[src/rtl/spi_slave_pkg.sv]
// Shared constants and types for the SPI slave core: register offsets,
// rd_data bit positions and the engine state encoding.
package spi_slave_pkg;

  localparam logic [1:0] REG_CLR  = 2'b00;
  localparam logic [1:0] REG_CTRL = 2'b10;
  localparam logic [1:0] REG_TX   = 2'b11;

  localparam int unsigned RD_RX_VALID  = 8;
  localparam int unsigned RD_OVERRUN   = 9;
  localparam int unsigned RD_TX_LOADED = 10;
  localparam int unsigned RD_BUSY      = 11;

  typedef enum logic {
    IDLE   = 1'b0,
    ACTIVE = 1'b1
  } state_t;

endpackage

[src/rtl/spi_slave_engine.sv]
// SPI pin engine: synchronizers, SCLK edge detection, frame FSM and shift
// registers. Reports loads and completed bytes to the register block.
module spi_slave_engine
  import spi_slave_pkg::*;
#(
  parameter int unsigned SYNC_STAGES = 2
) (
  input  logic       clk,
  input  logic       reset,
  input  logic       spi_clk_in,
  input  logic       ss_n_in,
  input  logic       mosi,
  input  logic       cpol,
  input  logic       cpha,
  input  logic [7:0] load_byte,
  output logic       load_req,
  output logic       byte_done,
  output logic [7:0] byte_data,
  output logic       miso,
  output logic       miso_en,
  output logic       busy
);

  logic [SYNC_STAGES-1:0] r_sclk_sync;
  logic [SYNC_STAGES-1:0] r_ss_sync;
  logic [SYNC_STAGES-1:0] r_mosi_sync;
  logic                   r_sclk_d;
  state_t                 r_state;
  logic [2:0]             r_bit_cnt;
  logic [6:0]             r_rx_shreg;
  logic [7:0]             r_tx_shreg;
  logic                   r_byte_done;
  logic [7:0]             r_byte_data;

  logic w_sclk_s, w_ss_s, w_mosi_s;
  logic w_lead, w_trail, w_sample, w_shift;
  logic w_start, w_active;

  assign w_sclk_s = r_sclk_sync[SYNC_STAGES-1];
  assign w_ss_s   = r_ss_sync[SYNC_STAGES-1];
  assign w_mosi_s = r_mosi_sync[SYNC_STAGES-1];

  // Leading edge leaves the idle level cpol; trailing edge returns to it.
  assign w_lead   = (w_sclk_s != cpol) && (r_sclk_d == cpol);
  assign w_trail  = (w_sclk_s == cpol) && (r_sclk_d != cpol);
  assign w_sample = cpha ? w_trail : w_lead;
  assign w_shift  = cpha ? w_lead  : w_trail;

  assign w_start  = (r_state == IDLE) && !w_ss_s;
  assign w_active = (r_state == ACTIVE) && !w_ss_s;
  assign load_req = (w_start && !cpha) || (w_active && w_shift && (r_bit_cnt == 3'd0));

  always_ff @(posedge clk or posedge reset) begin
    if (reset) begin
      r_sclk_sync <= '0;
      r_ss_sync   <= '1;
      r_mosi_sync <= '0;
      r_sclk_d    <= 1'b0;
    end else begin
      r_sclk_sync <= {r_sclk_sync[SYNC_STAGES-2:0], spi_clk_in};
      r_ss_sync   <= {r_ss_sync[SYNC_STAGES-2:0], ss_n_in};
      r_mosi_sync <= {r_mosi_sync[SYNC_STAGES-2:0], mosi};
      r_sclk_d    <= w_sclk_s;
    end
  end

  always_ff @(posedge clk or posedge reset) begin
    if (reset) begin
      r_state     <= IDLE;
      r_bit_cnt   <= '0;
      r_rx_shreg  <= '0;
      r_tx_shreg  <= '1;
      r_byte_done <= 1'b0;
      r_byte_data <= '0;
    end else begin
      r_byte_done <= 1'b0;
      case (r_state)
        IDLE: begin
          if (w_start) begin
            r_state    <= ACTIVE;
            r_bit_cnt  <= '0;
            r_rx_shreg <= '0;
            if (load_req) r_tx_shreg <= load_byte;
          end
        end
        ACTIVE: begin
          if (w_ss_s) begin
            r_state   <= IDLE;
            r_bit_cnt <= '0;
          end else if (w_sample) begin
            r_rx_shreg <= {r_rx_shreg[5:0], w_mosi_s};
            r_bit_cnt  <= r_bit_cnt + 3'd1;
            if (r_bit_cnt == 3'd7) begin
              r_byte_done <= 1'b1;
              r_byte_data <= {r_rx_shreg, w_mosi_s};
            end
          end else if (w_shift) begin
            if (load_req) r_tx_shreg <= load_byte;
            else          r_tx_shreg <= {r_tx_shreg[6:0], 1'b1};
          end
        end
        default: r_state <= IDLE;
      endcase
    end
  end

  assign byte_done = r_byte_done;
  assign byte_data = r_byte_data;
  assign miso      = r_tx_shreg[7];
  assign miso_en   = ~w_ss_s;
  assign busy      = ~w_ss_s;

endmodule

[src/rtl/spi_slave_core.sv]
// MMIO-slot SPI slave: register map, TX/RX holding registers and status
// flags around the spi_slave_engine pin engine.
module spi_slave_core
  import spi_slave_pkg::*;
#(
  parameter int unsigned SYNC_STAGES = 2
) (
  input  logic        clk,
  input  logic        reset,
  input  logic        cs,
  input  logic        read,
  input  logic        write,
  input  logic [4:0]  reg_addr,
  input  logic [31:0] wr_data,
  output logic [31:0] rd_data,
  input  logic        spi_clk_in,
  input  logic        ss_n_in,
  input  logic        mosi,
  output logic        miso,
  output logic        miso_en
);

  logic [7:0] r_rx_data;
  logic       r_rx_valid;
  logic       r_overrun;
  logic [7:0] r_tx_data;
  logic       r_tx_loaded;
  logic       r_cpol;
  logic       r_cpha;

  logic       w_wr;
  logic       w_load_req;
  logic       w_byte_done;
  logic [7:0] w_byte_data;
  logic [7:0] w_load_byte;
  logic       w_busy;
  logic       w_unused;

  assign w_wr        = write & cs;
  assign w_load_byte = r_tx_loaded ? r_tx_data : 8'hFF;
  assign w_unused    = ^{read, reg_addr[4:2], wr_data[31:8]};

  spi_slave_engine #(
    .SYNC_STAGES(SYNC_STAGES)
  ) u_engine (
    .clk       (clk),
    .reset     (reset),
    .spi_clk_in(spi_clk_in),
    .ss_n_in   (ss_n_in),
    .mosi      (mosi),
    .cpol      (r_cpol),
    .cpha      (r_cpha),
    .load_byte (w_load_byte),
    .load_req  (w_load_req),
    .byte_done (w_byte_done),
    .byte_data (w_byte_data),
    .miso      (miso),
    .miso_en   (miso_en),
    .busy      (w_busy)
  );

  // Later assignments win: byte completion overrides a clear, and a TX
  // write overrides the load's clear of tx_loaded.
  always_ff @(posedge clk or posedge reset) begin
    if (reset) begin
      r_rx_data   <= '0;
      r_rx_valid  <= 1'b0;
      r_overrun   <= 1'b0;
      r_tx_data   <= '0;
      r_tx_loaded <= 1'b0;
      r_cpol      <= 1'b0;
      r_cpha      <= 1'b0;
    end else begin
      if (w_wr && (reg_addr[1:0] == REG_CLR)) begin
        if (wr_data[0]) r_rx_valid <= 1'b0;
        if (wr_data[1]) r_overrun  <= 1'b0;
      end
      if (w_byte_done) begin
        r_rx_data  <= w_byte_data;
        r_rx_valid <= 1'b1;
        if (r_rx_valid) r_overrun <= 1'b1;
      end
      if (w_wr && (reg_addr[1:0] == REG_CTRL) && !w_busy) begin
        r_cpol <= wr_data[0];
        r_cpha <= wr_data[1];
      end
      if (w_load_req) r_tx_loaded <= 1'b0;
      if (w_wr && (reg_addr[1:0] == REG_TX)) begin
        r_tx_data   <= wr_data[7:0];
        r_tx_loaded <= 1'b1;
      end
    end
  end

  always_comb begin
    rd_data               = '0;
    rd_data[7:0]          = r_rx_data;
    rd_data[RD_RX_VALID]  = r_rx_valid;
    rd_data[RD_OVERRUN]   = r_overrun;
    rd_data[RD_TX_LOADED] = r_tx_loaded;
    rd_data[RD_BUSY]      = w_busy;
  end

endmodule

[config.mk]
export PLATFORM = sky130hd
export DESIGN_NAME = spi_slave_core
export DESIGN_NICKNAME = d
export VERILOG_FILES = /design/src/rtl/spi_slave_pkg.sv /design/src/rtl/spi_slave_engine.sv /design/src/rtl/spi_slave_core.sv
export SDC_FILE = /design/constraint.sdc
export NUM_CORES = 1
export LEC_CHECK = 0
export CAP_MARGIN = 25
export CORE_MARGIN = 2
export CORE_UTILIZATION = 38
export DETAILED_ROUTE_END_ITERATION = 7
export GPL_ROUTABILITY_DRIVEN = 0
export PLACE_DENSITY = 0.68
export SLEW_MARGIN = 20
export SYNTH_ARGS = -nofsm -noshare
export SYNTH_HDL_FRONTEND = slang
export SYNTH_SLANG_ARGS = --single-unit
[constraint.sdc]
create_clock -name clk -period 3.75 [get_ports clk]
set_input_delay 0.9375 -clock clk [delete_from_list [all_inputs] [get_ports clk]]
set_output_delay 0.9375 -clock clk [all_outputs]
set_load 0.02 [all_outputs]
==> results of run 1 <==
-- worst paths after layout --
path	startpoint	end	slack, ps	cells past startpoint
min	u_engine.r_sclk_sync[0]	u_engine.r_sclk_sync[1]	360	0
max in group asynchronous	reset	u_engine.r_ss_sync[0]	2170	3
min in group asynchronous	reset	r_rx_data[3]	880	2
min reg2reg	u_engine.r_sclk_sync[0]	u_engine.r_sclk_sync[1]	360	0
max reg2reg	r_cpha	u_engine.byte_data[6]	1540	5
max	u_engine.r_ss_sync[1]	miso_en	1140	2
-- critical path: cells and delay by family (launching register included) --
| family | cells | cell delay (ps) |
|---|---|---|
| buffers and inverters | 2 | 720 |
| flip-flops | 1 | 630 |
-- per-stage QoR --
| stage | cell area, µm² | setup WS, ps | hold WS, ps | util [%] | power (mW) |
|---|---|---|---|---|---|
| 2_1_floorplan | 2530 | 1460 | 331 | - | 0.928 |
| 3_3_place_gp | 2740 | 1280 | 334 | 43.4 | 0.970 |
| 3_5_place_dp | 2740 | 1270 | 339 | 43.4 | 0.977 |
| 4_1_cts | 2830 | 1100 | 362 | 44.8 | 1.31 |
| 5_1_grt | 2830 | 1060 | 367 | 44.8 | 1.36 |
| 6_report | 2830 | 1140 | 357 | 44.8 | 1.29 |
-- power groups by stage --
| stage | combinational (mW) | clock, mW | sequential [mW] |
|---|---|---|---|
| after floorplan | 0.179 | 0 | 0.748 |
| after global placement | 0.216 | 0 | 0.754 |
| after detailed placement | 0.221 | 0 | 0.756 |
| after CTS | 0.222 | 0.339 | 0.745 |
| after global routing | 0.240 | 0.362 | 0.754 |
| final | 0.217 | 0.328 | 0.745 |
-- layout by cell type, fill, tap and decap left out, types with 2 or more instances in the layout --
cell type                         Yosys  layout
sky130_fd_sc_hd__ha_1                 3       3
sky130_fd_sc_hd__nor3_1               8       8
sky130_fd_sc_hd__a21oi_1              8       8
sky130_fd_sc_hd__inv_1                7       6
sky130_fd_sc_hd__a22o_1              10      10
sky130_fd_sc_hd__nor2b_1              5       5
sky130_fd_sc_hd__clkdlybuf4s50_1      0      30
sky130_fd_sc_hd__dfstp_2             10      10
sky130_fd_sc_hd__clkbuf_8             0       5
sky130_fd_sc_hd__nor2_1               2       2
sky130_fd_sc_hd__mux2_2              28      28
sky130_fd_sc_hd__dfrtp_1             46      46
sky130_fd_sc_hd__o21ai_0              2       2
sky130_fd_sc_hd__nand2_1             12      12
sky130_fd_sc_hd__o31ai_1              7       7
sky130_fd_sc_hd__buf_4               24       2
sky130_fd_sc_hd__nand4_1              3       3
sky130_fd_sc_hd__conb_1               1      20
-- flip-flops by register name (all words and copies together) (netlist names), 2 cells and up --
| register | count |
|---|---|
| r_rx_data | 8 |
| u_engine.byte_data | 8 |
| r_tx_data | 8 |
| u_engine.r_tx_shreg | 8 |
| u_engine.r_bit_cnt | 3 |
| u_engine.r_sclk_sync | 2 |
| u_engine.r_ss_sync | 2 |
| u_engine.r_rx_shreg | 7 |
| u_engine.r_mosi_sync | 2 |
-- metal layers --
| metal | GRT usage [%] | vias to the layer above | share of wire [%] |
|---|---|---|---|
| met5 | 0 | - | 0 |
| met4 | 3.90 | 0 | 0.78 |
| met3 | 3.15 | 4 | 4.5 |
| met2 | 18.8 | 44 | 48 |
| met1 | 15.2 | 719 | 46 |
| li1 | - | 699 | - |
-- layout make-up --
cell class	instances	area share [%]
multi-input cells	122	31.4
flip-flops and latches	56	50.0
inverters	7	0.928
well taps	77	3.40
clock buffers	6	2.56
clock inverters	2	0.575
repair buffers	32	11.1
-- logic make-up (layout without fill, tap and decap cells) --
family	count (synthesis)	count (layout)	synth area share [%]
compound gates	33	33	9.96
xor+xnor	1	1	0.356
fa+ha+maj	3	3	1.52
buf+inv	35	47	9.35
flops	56	56	57.4
mux	30	30	13.8
other cells	1	20	0.152
simple gates	35	35	7.42
==> summary by stage, run 1 <==
Floorplan
The boundary pin count is 79. The total die area is 7140 µm². The width of the chip is about 84 µm.

The core region area is about 6300 µm². The effective utilization at floorplan is 39.0%. The floorplan has 29 rows. The die is about 84 µm tall.

Yosys
Summed over its instances, the top area cell type makes up roughly 47% of the synthesized netlist area. Yosys printed 0 warnings. The fraction of the yosys area taken by sequential cells is between 50 and 60%. sky130_fd_sc_hd__dfrtp_1 takes more of the synthesized area than any other cell. After synthesis, the most frequently instantiated cells are sky130_fd_sc_hd__dfrtp_1, sky130_fd_sc_hd__mux2_2, sky130_fd_sc_hd__buf_4, sky130_fd_sc_hd__nand2_1. By area the synthesized netlist is led by sky130_fd_sc_hd__dfrtp_1, sky130_fd_sc_hd__mux2_2, sky130_fd_sc_hd__dfstp_2, sky130_fd_sc_hd__buf_4, sky130_fd_sc_hd__a22o_1. In this run, synthesis produced a sequential element count of 56.

The number of distinct standard cells referenced by the synthesized netlist is 33. The synthesized instance count is ~190. The async set-reset flop share out of synthesis is 100%. Among all flip-flop cells after synthesis, the most frequent one is sky130_fd_sc_hd__dfrtp_1.

The post-synthesis area per instance is about 13 µm². The most frequently used cell type in the post-synthesis netlist is sky130_fd_sc_hd__dfrtp_1. Counting flops with a built-in enable in the synthesized netlist gives 0.

The post-synthesis instance area is ~2500 µm².

Worst setup path
The critical path startpoint category is a flop. The longest individual stage delay on the worst path is ~630 ps. The biggest fanout along the worst timing path is 7. The endpoint class of the critical path is a primary output. The kind of critical path is reg -> out. Walking the worst path, the cells encountered are inv_1 > clkdlybuf4s50_1.

The required time of the worst setup path is roughly 2800 ps. The signal arrival time at the worst endpoint is 1670 ps. The slowest cell on the critical path is sky130_fd_sc_hd__dfstp_2.

Final layout
The total area of sequential cells is around 1400 µm². Of the cells placed in the final design, the portion with a size suffix greater than 1 is between 20% and 30%. The area of combinational cells with multiple inputs is ~900 µm².

The layout has 590 filler cells. For this run, the number of standard cells in the final layout without fillers is just over 300. The number of nets in the final layout is approximately 270. 0 antenna diodes ended up in the layout. The layout overhead on the synthesized area is 14.9%.

Clocking
The count of hold-fix buffers inserted at cts is 0. The tree is rooted in a sky130_fd_sc_hd__clkbuf_8. Clock-pin slew was measured on the worst setup and hold paths at 100 ps. The TritonCTS sink count is 56. The TritonCTS clock tree is done. The maximum level of the CTS H-tree is 2. The later-pin clock latency in the skew report is slightly above 300 ps.

The number of clock buffers added by TritonCTS is 5. The worst-case clock buffer depth is 2. In this run the post-CTS setup repair buffer count came out at 0. After clock tree synthesis, the repair step resized 0 gates.

STA
Dividing the final minimum period by the clock period gives between 60% and 70%. The accumulated negative setup slack is 0 ps. The shortest period the worst path allows is between 2000 and 3000 ps. The total count of max-transition violations in the final report was 0.

The upper clock frequency limit is ~380 MHz. The actual transition at the worst max-transition pin is about 650 ps. The final hold violation count is 0. Across the routed clock network, the largest skew measured is approximately 7.6 ps. The worst pin sits at a relative slew slack of around 56%. Setup repair after global routing left no endpoint under its margin.

Setup violations remaining at the end of the flow were counted as 0.

Global route
The maximum number of pins on one net before global-route repair is 32. The first-pass GRT wire length is 6.71 mm. The number of global-route vias before repair is about 1,400. Global routing consumed, over all layers together, about an eighth of the routing resources. For this run the aggregate overflow at the end of global routing stands at 0. The initial antenna violation count is 0.

Flow run
The reported max-cap violation count is 0.

Place
The number of cells after detailed placement is a little under 300. The placed wire-length estimate after detailed placement is 2.89 mm. The total of buffers placed on input and output ports is 30.

Detailed routing
The detail route stage leaves a number of antenna-violating nets equal to 0. Across all layers, the routed design uses approximately 1,500 vias. After detailed routing, the number of remaining DRC violations is 0.

The first-pass iteration count of the detailed router is 4. The total detailed-routing wirelength is 3.98 mm. The per-cell routed wire length is about 13 µm. The number of DRC markers after the initial detailed-route iteration is 51.

Using the TritonRoute via totals, the vias-per-cell ratio works out to 4.85.

Power and ir drop
The part of the total power dissipated in combinational logic is 16.8%. For this design the total switching power over the nets is between 0.3 and 0.4 mW. Sequential cells account for slightly below 60% of the total power. For this design the ratio of total power to cell area is 456 nW/µm². VDD sags by at most approximately 0.27 mV. The analysis attributes to cell leakage a power of ~1.3 nW. The relative contribution of the clock network to total power is 25.4%.

The internal portion of the total power is ~0.93 mW. The switching portion of total power is between 20% and 30%.

Run status
The run finished with clean final reports.

Min path
The worst min-delay path category is reg -> reg.
Note: power is estimated with default switching activity, not from simulation.
==> inputs of run 2 (changes only) <==
Settings changed: PLACE_DENSITY 0.68 to 0.7.
Clock period 3.75 ns to 2.3 ns, I/O delays scaled along.
==> run 2 against run 1 <==
  * Power is 66% higher
  * Flip-flop and latch count unchanged
  * Global-route usage increased by 0.12 points
  * Largest cell class unchanged
  * Setup slack lost 890 ps
  * Hold slack improved by 4.6 ps
  * Die area unchanged
  * Clock skew up 0.52 ps
  * Routed wire length is 1.7% higher
  * Highest routed layer unchanged
  * Critical path depth up 3
  * Clock power grew 68%
  * Register-to-register slack got worse by 1300 ps
==> summary by stage, run 2 (synthesis gave the netlist of run 1 again) <==
Detailed routing
The via total after detailed routing was 1,494 (+1.9%). The count of nets left with antenna violations after detail routing is 0 (unchanged). The DRC violation count after routing was 0 (unchanged). The mean number of vias per cell is 4.90 (+0.91%). The number of DRC markers after the initial detailed-route iteration is 40 (-22%). The total detailed-routing wirelength was 4.04 mm (+1.7%). The first-pass iteration count of the detailed router is 4 (unchanged). The per-cell routed wire length was 13.2 µm (+0.66%).

Power and ir drop
The total internal power is 1.54 mW (+65%). The part of the total power dissipated in combinational logic is 17.6% (+0.8 points). The proportion of power drawn by flip-flops and latches is 56.7% (-1.1 points).

The switching portion of total power is 28.0% (+0.50 points). The relative contribution of the clock network to total power is 25.7% (+0.3 points). The static leakage is 1.36 nW (+3.3%).

The reported net switching power is 0.599 mW (+69%). The peak supply drop is 0.414 mV (+55%). The power density over the cells is 742 nW/µm² (+63%).

Worst setup path
The worst setup path is captured at a flop. On the critical path, the stage with the largest delay is an instance of sky130_fd_sc_hd__dfrtp_1. The critical path is of the reg -> reg type. The biggest fanout along the worst timing path was 11 (+4). The signal arrival time at the worst endpoint is 2240 ps (+570 ps). STA classifies the critical path startpoint as a flop. The longest individual stage delay on the worst path came to 450 ps (-180 ps). The required time of the worst setup path is 2490 ps (-320 ps). In this design, the largest share of critical-path delay is due to simple AND/OR/NAND/NOR gates. Walking the worst path, the cells encountered are xnor2_1 > mux2i_1 > nor3_4 > nand2_2 > mux2_2. The buffer and inverter count on the worst path is 0 (-2).

Floorplan
The number of placement rows is 29 (unchanged). The core region area is 6310 µm² (unchanged). The die boundary height came to 84.5 µm (unchanged). The effective utilization at floorplan is 39.0% (unchanged).

The width of the chip is 84.5 µm (unchanged). The total die area came to 7140 µm² (unchanged). The boundary pin count is 79 (unchanged).

Clocking
The number of buffers added for setup after CTS is 0 (unchanged). The TritonCTS clock tree is done. The count of hold-fix buffers inserted at cts was 0 (unchanged). The number of buffers created by CTS is 5 (unchanged). The post-CTS resize count is 0 (unchanged). The later-pin clock latency in the skew report came to 310 ps (about the same). In this run the clock root is driven by a sky130_fd_sc_hd__clkbuf_8. The maximum level of the CTS H-tree is 2 (unchanged). The worst-case clock buffer depth is 2 (unchanged). The TritonCTS sink count is 56 (unchanged). The clock-pin transition on the worst setup and hold timing paths is 100 ps (about the same).

Final layout
Leaving out fill and tap cells, the most frequent cells in the layout are sky130_fd_sc_hd__dfrtp_1, sky130_fd_sc_hd__mux2_2, sky130_fd_sc_hd__clkdlybuf4s50_1, sky130_fd_sc_hd__conb_1, sky130_fd_sc_hd__nand2_1. The post-route cell area is 2880 µm² (+1.8%). The fraction of layout cells with a size suffix above 1 is 25.4% (+1.4 points). The commonest non-fill, non-tap cell in the layout is sky130_fd_sc_hd__dfrtp_1. The number of nets in the final layout is 275 (+1.1%). The non-filler instance count after layout is 305 (+0.99%). The number of antenna cells inserted came to 0 (unchanged). The area growth from synthesis to layout is 17.0%. The filler cell count is 597 (+1.2%).

Place
The total of buffers placed on input and output ports is 30 (unchanged). The placed wire-length estimate after detailed placement came to 2.98 mm (+2.9%). The number of cells after detailed placement is 297 (+1.0%).

The post-place instance area is 2780 µm² (+1.3%).

STA
The worst clock skew is 8.09 ps (+0.515 ps). The final hold violation count is 0 (unchanged). Setup repair after global routing left no endpoint under its margin.

The total count of max-transition violations in the final report is 0 (unchanged). Subtracting the final worst setup slack from the clock period gives 2050 ps. The accumulated negative setup slack came to 0 ps (unchanged). The final setup violation count came to 0 (unchanged).

For this run, the top clock speed supported by timing is a little under 500 MHz. Of the available clock period, the critical path in the final layout requires between 80% and 90%.

Global route
The first-pass GRT wire length is 6.82 mm (+1.8%). The total global routing track utilization is 11.8% (+0.12 points). The initial antenna violation count came to 0 (unchanged). The number of global-route vias before repair is 1,492 (+4.6%). The maximum number of pins on one net before global-route repair is 36 (+13%). The sum of overflow across all layers after global routing is 0 (unchanged).

Min path
The worst min-delay path category is reg -> reg.

Flow run
The reported max-cap violation count is 0 (unchanged).

Run status
The flow ran to the end, and the final reports show no timing, DRC or antenna violations.
-- run 2: changes by cell type in the layout (fill, tap and decap cells not counted), sizes merged --
cell / delta
dlymetal6s2s: +2
clkinv: -1
buf: +3
clkdlybuf4s50: -2
clkbuf: -1
inv: +2
-- run 2: metal layers --
| metal | up-vias | GRT usage [%] | wire (µm) |
|---|---|---|---|
| met4 | 0 | 2.60 | 8 |
| li1 | 704 | - | - |
| met3 | 2 | 2.65 | 142 |
| met5 | - | 0 | 0 |
| met1 | 752 | 15.8 | 1940 |
| met2 | 36 | 19.5 | 1950 |
-- run 2: metrics by stage --
step | hold WS, ps | power (mW) | setup slack [ps] | util, %
floorplan | 331 | 1.51 | 370 | -
global placement | 335 | 1.59 | 97.6 | 44.0
detailed placement | 345 | 1.61 | 31.7 | 44.0
CTS | 365 | 2.17 | 9.10 | 45.5
global route | 366 | 2.26 | 77.2 | 45.6
finish | 362 | 2.14 | 253 | 45.6
-- run 2: worst reg2reg max path, cell delays in order, from the launching register on --
cell and delay (ps):
sky130_fd_sc_hd__dfrtp_1 450, sky130_fd_sc_hd__xnor2_1 330, sky130_fd_sc_hd__mux2i_1 190, sky130_fd_sc_hd__nor3_4 380, sky130_fd_sc_hd__nand2_2 250, sky130_fd_sc_hd__mux2_2 330
-- run 2: final cells by class --
class	instances	area, µm²	area share [%]
clock buffer	5	68.8	2.39
clock inverter	3	25.0	0.868
timing repair buffer	35	355	12.3
sequential	56	1410	49.1
inverter	7	26.3	0.912
tap	77	96.3	3.34
multi-input combinational	122	896	31.1
-- run 2: final timing paths --
check	cells past startpoint	from	slack [ps]	endpoint
min reg2reg	0	u_engine.r_sclk_sync[0]	360	u_engine.r_sclk_sync[1]
max	5	r_cpol	250	u_engine.byte_data[0]
min in group asynchronous	2	reset	490	r_tx_data[1]
max in group asynchronous	3	reset	1300	u_engine.r_tx_shreg[2]
max reg2reg	5	r_cpol	250	u_engine.byte_data[0]
min	0	u_engine.r_sclk_sync[0]	360	u_engine.r_sclk_sync[1]
-- run 2: power groups by stage --
stage                     Sequential [mW]  Clock, mW  Combinational, mW
after floorplan                      1.22          0              0.292
after global placement               1.22          0              0.367
after detailed placement             1.23          0              0.379
after CTS                            1.21      0.578              0.380
after global routing                 1.23      0.615              0.419
final                                1.21      0.551              0.376
==> inputs of run 3 (changes only) <==
Settings changed: CTS_BUF_LIST from default to sky130_fd_sc_hd__clkbuf_2 sky130_fd_sc_hd__clkbuf_4 sky130_fd_sc_hd__clkbuf_8.
==> results of run 3 <==
Same layout as run 2: the final DEF is identical, and so are final timing and power.
